$ cat config.mk
export PLATFORM = sky130hd
export DESIGN_NAME = slave_resp_mux
export DESIGN_NICKNAME = d
export VERILOG_FILES = /design/src/rtl/sysbus_pkg.sv /design/src/rtl/resp_timeout_cnt.sv /design/src/rtl/slave_resp_mux.sv
export SDC_FILE = /design/constraint.sdc
export NUM_CORES = 1
export LEC_CHECK = 0
export CAP_MARGIN = 25
export CORE_MARGIN = 8
export CORE_UTILIZATION = 58
export CTS_CLUSTER_DIAMETER = 30
export DETAILED_ROUTE_END_ITERATION = 16
export DONT_BUFFER_PORTS = 1
export HOLD_SLACK_MARGIN = 0.1
export PLACE_DENSITY = 0.74
export SLEW_MARGIN = 20
export SYNTH_ARGS = -nofsm -noshare
export SYNTH_HDL_FRONTEND = slang
export SYNTH_SLANG_ARGS = --single-unit
export TNS_END_PERCENT = 10
$ cat constraint.sdc
create_clock -name clk -period 1.63 [get_ports clk]
set_input_delay 0.2445 -clock clk [delete_from_list [all_inputs] [get_ports clk]]
set_output_delay 0.2445 -clock clk [all_outputs]
set_load 0.01 [all_outputs]
$ cat src/rtl/sysbus_pkg.sv
// Shared system-bus response types, constants and select-decode helper.
package sysbus_pkg;

  typedef enum logic [1:0] {
    IDLE = 2'd0,
    WAIT = 2'd1,
    RESP = 2'd2,
    ERR  = 2'd3
  } resp_state_e;

  localparam int unsigned SEL_NONE        = 0;
  localparam int unsigned DEFAULT_TIMEOUT = 16;

  // Slave indices are 1-based; 0 and anything above n decode to no slave.
  function automatic logic sel_valid(input int unsigned sel, input int unsigned n);
    return (sel != SEL_NONE) && (sel <= n);
  endfunction

endpackage

$ cat src/rtl/resp_timeout_cnt.sv
// Saturating WAIT-cycle counter; expired is high during the WAIT cycle whose
// closing edge completes LIMIT cycles without a slave response.
module resp_timeout_cnt
  import sysbus_pkg::*;
#(
  parameter int unsigned LIMIT = DEFAULT_TIMEOUT
) (
  input  logic clk,
  input  logic rst_n,
  input  logic clr,
  input  logic inc,
  output logic expired
);

  localparam int unsigned CNT_W = (LIMIT < 1) ? 1 : $clog2(LIMIT + 1);

  logic [CNT_W-1:0] cnt_q, cnt_d;
  logic             expired_q, expired_d;

  // Count saturates at LIMIT; expiry flag is pre-computed so it is a flop output.
  always_comb begin
    cnt_d = cnt_q;
    if (clr) begin
      cnt_d = '0;
    end else if (inc && (cnt_q != CNT_W'(LIMIT))) begin
      cnt_d = cnt_q + CNT_W'(1);
    end
    expired_d = (cnt_d >= CNT_W'(LIMIT - 1));
  end

  always_ff @(posedge clk) begin
    if (!rst_n) begin
      cnt_q     <= '0;
      expired_q <= 1'b0;
    end else begin
      cnt_q     <= cnt_d;
      expired_q <= expired_d;
    end
  end

  assign expired = expired_q;

endmodule

$ cat src/rtl/slave_resp_mux.sv
// Response-path mux: latches the slave index at req, waits for that slave's
// ready and returns a registered one-cycle ready/rdata/err to the master.
// Optional WAIT timeout error enabled by SLAVE_RESP_MUX_TIMEOUT_EN.
module slave_resp_mux
  import sysbus_pkg::*;
#(
  parameter int unsigned N_SLAVES       = 3,
  parameter int unsigned DATA_W         = 8,
  parameter int unsigned SEL_W          = 2,
  parameter int unsigned TIMEOUT_CYCLES = DEFAULT_TIMEOUT
) (
  input  logic                         clk,
  input  logic                         rst_n,
  input  logic                         req,
  input  logic [SEL_W-1:0]             select,
  input  logic [N_SLAVES-1:0]          s_ready,
  input  logic [N_SLAVES*DATA_W-1:0]   s_rdata,
  output logic                         ready,
  output logic [DATA_W-1:0]            rdata,
  output logic                         err,
  output logic                         busy
);

  if ((2 ** SEL_W) <= N_SLAVES || N_SLAVES < 1 || N_SLAVES > 15 || TIMEOUT_CYCLES < 1)
  begin : g_bad_params
    $error("slave_resp_mux: illegal parameter combination");
  end

  resp_state_e       state_q, state_d;
  logic [SEL_W-1:0]  sel_q, sel_d;
  logic              ready_q, ready_d;
  logic              err_q, err_d;
  logic              busy_q, busy_d;
  logic [DATA_W-1:0] rdata_q, rdata_d;

  logic              sel_ready_c;
  logic [DATA_W-1:0] sel_rdata_c;

`ifdef SLAVE_RESP_MUX_TIMEOUT_EN
  logic cnt_clr_c;
  logic cnt_inc_c;
  logic timeout_c;

  resp_timeout_cnt #(
    .LIMIT (TIMEOUT_CYCLES)
  ) u_timeout_cnt (
    .clk     (clk),
    .rst_n   (rst_n),
    .clr     (cnt_clr_c),
    .inc     (cnt_inc_c),
    .expired (timeout_c)
  );
`endif

  // Pick the latched slave's ready bit and data slice; SEL_NONE matches nothing.
  always_comb begin
    sel_ready_c = 1'b0;
    sel_rdata_c = '0;
    for (int i = 0; i < int'(N_SLAVES); i++) begin
      if (sel_q == SEL_W'(i + 1)) begin
        sel_ready_c = s_ready[i];
        sel_rdata_c = s_rdata[i*DATA_W +: DATA_W];
      end
    end
  end

  // An invalid select is latched as SEL_NONE and turned into the error
  // response from WAIT, so decode errors share the registered response path.
  always_comb begin
    state_d = state_q;
    sel_d   = sel_q;
    ready_d = 1'b0;
    err_d   = 1'b0;
    busy_d  = busy_q;
    rdata_d = rdata_q;
`ifdef SLAVE_RESP_MUX_TIMEOUT_EN
    cnt_clr_c = 1'b0;
    cnt_inc_c = 1'b0;
`endif
    case (state_q)
      IDLE: begin
        busy_d = 1'b0;
`ifdef SLAVE_RESP_MUX_TIMEOUT_EN
        cnt_clr_c = 1'b1;
`endif
        if (req) begin
          state_d = WAIT;
          busy_d  = 1'b1;
          sel_d   = sel_valid(32'(select), N_SLAVES) ? select : SEL_W'(SEL_NONE);
        end
      end
      WAIT: begin
        if (sel_q == SEL_W'(SEL_NONE)) begin
          state_d = ERR;
          ready_d = 1'b1;
          err_d   = 1'b1;
          rdata_d = '0;
        end else if (sel_ready_c) begin
          state_d = RESP;
          ready_d = 1'b1;
          rdata_d = sel_rdata_c;
        end else begin
`ifdef SLAVE_RESP_MUX_TIMEOUT_EN
          cnt_inc_c = 1'b1;
          if (timeout_c) begin
            state_d = ERR;
            ready_d = 1'b1;
            err_d   = 1'b1;
            rdata_d = '0;
          end
`endif
        end
      end
      RESP: begin
        state_d = IDLE;
        busy_d  = 1'b0;
      end
      ERR: begin
        state_d = IDLE;
        busy_d  = 1'b0;
      end
      default: begin
        state_d = IDLE;
        busy_d  = 1'b0;
      end
    endcase
  end

  always_ff @(posedge clk) begin
    if (!rst_n) begin
      state_q <= IDLE;
      sel_q   <= SEL_W'(SEL_NONE);
      ready_q <= 1'b0;
      err_q   <= 1'b0;
      busy_q  <= 1'b0;
      rdata_q <= '0;
    end else begin
      state_q <= state_d;
      sel_q   <= sel_d;
      ready_q <= ready_d;
      err_q   <= err_d;
      busy_q  <= busy_d;
      rdata_q <= rdata_d;
    end
  end

  assign ready = ready_q;
  assign rdata = rdata_q;
  assign err   = err_q;
  assign busy  = busy_q;

endmodule

==> results.sh <==
export IMPL_postSynthCellCount=94
export IMPL_p_total_w=0.000869
export IMPL_reg2reg_from="sel_q[0]"
export IMPL_dieArea_um2=3210
export IMPL_async_flop_share=0
export IMPL_outcome="finished clean"
export IMPL_firstDrtPassIters=5
export IMPL_setup_tns_ns=0
export IMPL_syn2layout_area_growth_pct=4.17
export IMPL_wl_per_cell_um=20.8
export IMPL_drive_gt1_frac=0.305
export IMPL_cts_resized=0
export IMPL_worst_slew_pin_transition_ns=0.399
export IMPL_whs_ns=0.118
export IMPL_port_buffers=0
export IMPL_irDropWorstVdd_v=0.000585
export IMPL_seq_area_um2=300
export IMPL_ys_warn_count=0
export IMPL_p_per_area_nw_per_um2=869
export IMPL_clk_latency_ns=0.28
export IMPL_synth_distinct_cells=26
export IMPL_reg2reg_slack_ns=0.19
export IMPL_slowest_delay_ns=0.39
export IMPL_synthTopCellsByArea="dfxtp_1, a211oi_2, mux2_2, or4b_1, a22oi_1"
export IMPL_cts_tree="yes"
export IMPL_ys_seq_elements=15
export IMPL_clk_path_buf_depth=2
export IMPL_grt_ovfl_total=0
export IMPL_gr_usage_all_layers=0.141
export IMPL_setup_slack_ns=0.190
export IMPL_hold_start="rst_n"
export IMPL_rows=14
export IMPL_fin_nets=128
export IMPL_diodes=0
export IMPL_postSynthAreaPerCell_um2=10.2
export IMPL_synth_most_common_cell="dfxtp_1"
export IMPL_grt_pass1_wl_um=3780
export IMPL_slew_headroom=0.734
export IMPL_syn_area_um2=960
export IMPL_grt_pass1_vias=780
export IMPL_clock_sinks=15
export IMPL_p_leak_nw=0.322
export IMPL_drtIter0Drc=8
export IMPL_cts_buffers=3
export IMPL_worst_path_buf_inv=1
export IMPL_clk_pin_slew_ns=0.09
export IMPL_synth_ff_type="dfxtp_1"
export IMPL_cpLargestDelayFamily="compound AO/OA/AOI/OAI gates"
export IMPL_whs_path_depth=2
export IMPL_root_buffer="clkbuf_4"
export IMPL_worstSetupEndpointType="register"
export IMPL_initial_utilization=0.630
export IMPL_cap_violations=0
export IMPL_synth_top_area_frac=0.313
export IMPL_finalCriticalPeriod_ns=1.44
export IMPL_dp_slack_ns=0.189
export IMPL_hold_violations=0
export IMPL_die_y_um=56.7
export IMPL_core_area_um2=1520
export IMPL_synth_edf_count=0
export IMPL_route_antenna_remaining_nets=0
export IMPL_place_congestion=0.766
export IMPL_regToRegEndpoint="rdata[1]"
export IMPL_yosysSeqAreaShare=0.313
export IMPL_antenna_found_initial=0
export IMPL_fin_crit_sh=0.883
export IMPL_cp_max_fo=12
export IMPL_hpwl_um=1710
export IMPL_worst_setup_path_type="reg2reg"
export IMPL_synth_fp_nets=126
export IMPL_fmax_ghz=0.695
export IMPL_grt_max_degree=13
export IMPL_vias_per_cell=7.05
export IMPL_clock_skew_ns=0.00552
export IMPL_setup_viol=0
export IMPL_place_inst=106
export IMPL_start_kind="register"
export IMPL_fillers=130
export IMPL_timing_hold_worst_endpoint="rdata[6]"
export IMPL_die_w_um=56.7
export IMPL_slowest_stage="and2b_1"
export IMPL_crit_chain="buf_4 > and2b_1 > a22oi_1 > a211oi_2"
export IMPL_worstPathRequired_ns=1.84
export IMPL_yosysTopAreaCell="dfxtp_1"
export IMPL_io_pins=43
export IMPL_htreeDepth=1
export IMPL_multiInputGateArea_um2=598
export IMPL_rsz0062_at_grt="no"
export IMPL_report_final_slew_viol_count=0
export IMPL_hp_class="in2reg"
export IMPL_fin_cells=111
export IMPL_drc_errors=0
export IMPL_synth_common_cells="dfxtp_1, nor3_1"
export IMPL_vias=782
export IMPL_crit_arrival_ns=1.65
export IMPL_wirelength_um=2310
export IMPL_reg2reg_depth=4
[routing by layer]
layer / GRT usage / vias to the layer above / part of all wire
met2: 0.205 / 35 / 0.44
met4: 0.0412 / 0 / 0.0091
met3: 0.0697 / 4 / 0.11
met5: 0 / - / 0
li1: - / 377 / -
met1: 0.176 / 366 / 0.43
[layout by cell type (no fill, tap or decap)]
cell type / count
dfxtp_1: 15
nor3_1: 9
mux2_2: 8
a22oi_1: 8
or4b_1: 8
o211ai_1: 8
a211oi_2: 8
buf_4: 5
nor2b_1: 4
clkbuf_4: 3
nand2b_1: 2
mux2i_1: 2
a211oi_1: 2
nor3b_2: 1
and2b_1: 1
mux2_4: 1
a221oi_2: 1
o21a_1: 1
inv_2: 1
o221a_4: 1
inv_1: 1
nor2_1: 1
nand2_1: 1
a21oi_1: 1
clkbuf_1: 1
dlygate4sd3_1: 1
[through the flow]
| step | util | cell area (um2) |
|---|---|---|
| 5_1_grt | 0.656 | 1000 |
| 2_1_floorplan | - | 960 |
| 3_5_place_dp | 0.632 | 963 |
| 4_1_cts | 0.656 | 1000 |
| 6_report | 0.656 | 1000 |
| 3_3_place_gp | 0.632 | 963 |
[registers in the layout, indices dropped and copies added, names as in the netlist]
name and flops:
busy 1, err 1, rdata 8, ready 1, sel_q 2, state_q 2
[power breakdown]
part	internal (W)	leakage (nW)	total (W)	switching, W
sequential	0.000402	0.123	0.000450	0.0000473
combinational	0.000102	0.184	0.000210	0.000108
clock	0.0000949	0.0150	0.000209	0.000114
total	0.000599	0.322	0.000869	0.000270
[timing repair]
item                      CTS  global route
setup buffers               0             0
hold endpoints to repair    4             0
hold buffers                1             0
[logic make-up after synthesis]
group | synth area share
multiplexers | 0.130
AO/OA/AOI/OAI | 0.295
buffers and inverters | 0.0639
flip-flops | 0.313
AND/OR/NAND/NOR | 0.198
[cell type report]
cell class | instances | area share
clock buffers | 4 | 0.0263
inverters | 2 | 0.00751
multi-input cells | 68 | 0.598
flip-flops and latches | 15 | 0.300
well taps | 16 | 0.0200
repair buffers | 6 | 0.0476
[worst max-delay path by stage]
stage | from | endpoint | slack [ns] | cells past startpoint
finish | sel_q[0] | rdata[1] | 0.19 | 4
global route | sel_q[0] | rdata[7] | 0.04 | 4
CTS | sel_q[0] | rdata[1] | 0.17 | 4
detailed placement | sel_q[0] | rdata[1] | 0.19 | 4
global placement | sel_q[0] | rdata[7] | 0.24 | 4
floorplan | sel_q[0] | rdata[7] | 0.37 | 4
Power figures use the tool's default switching activity.
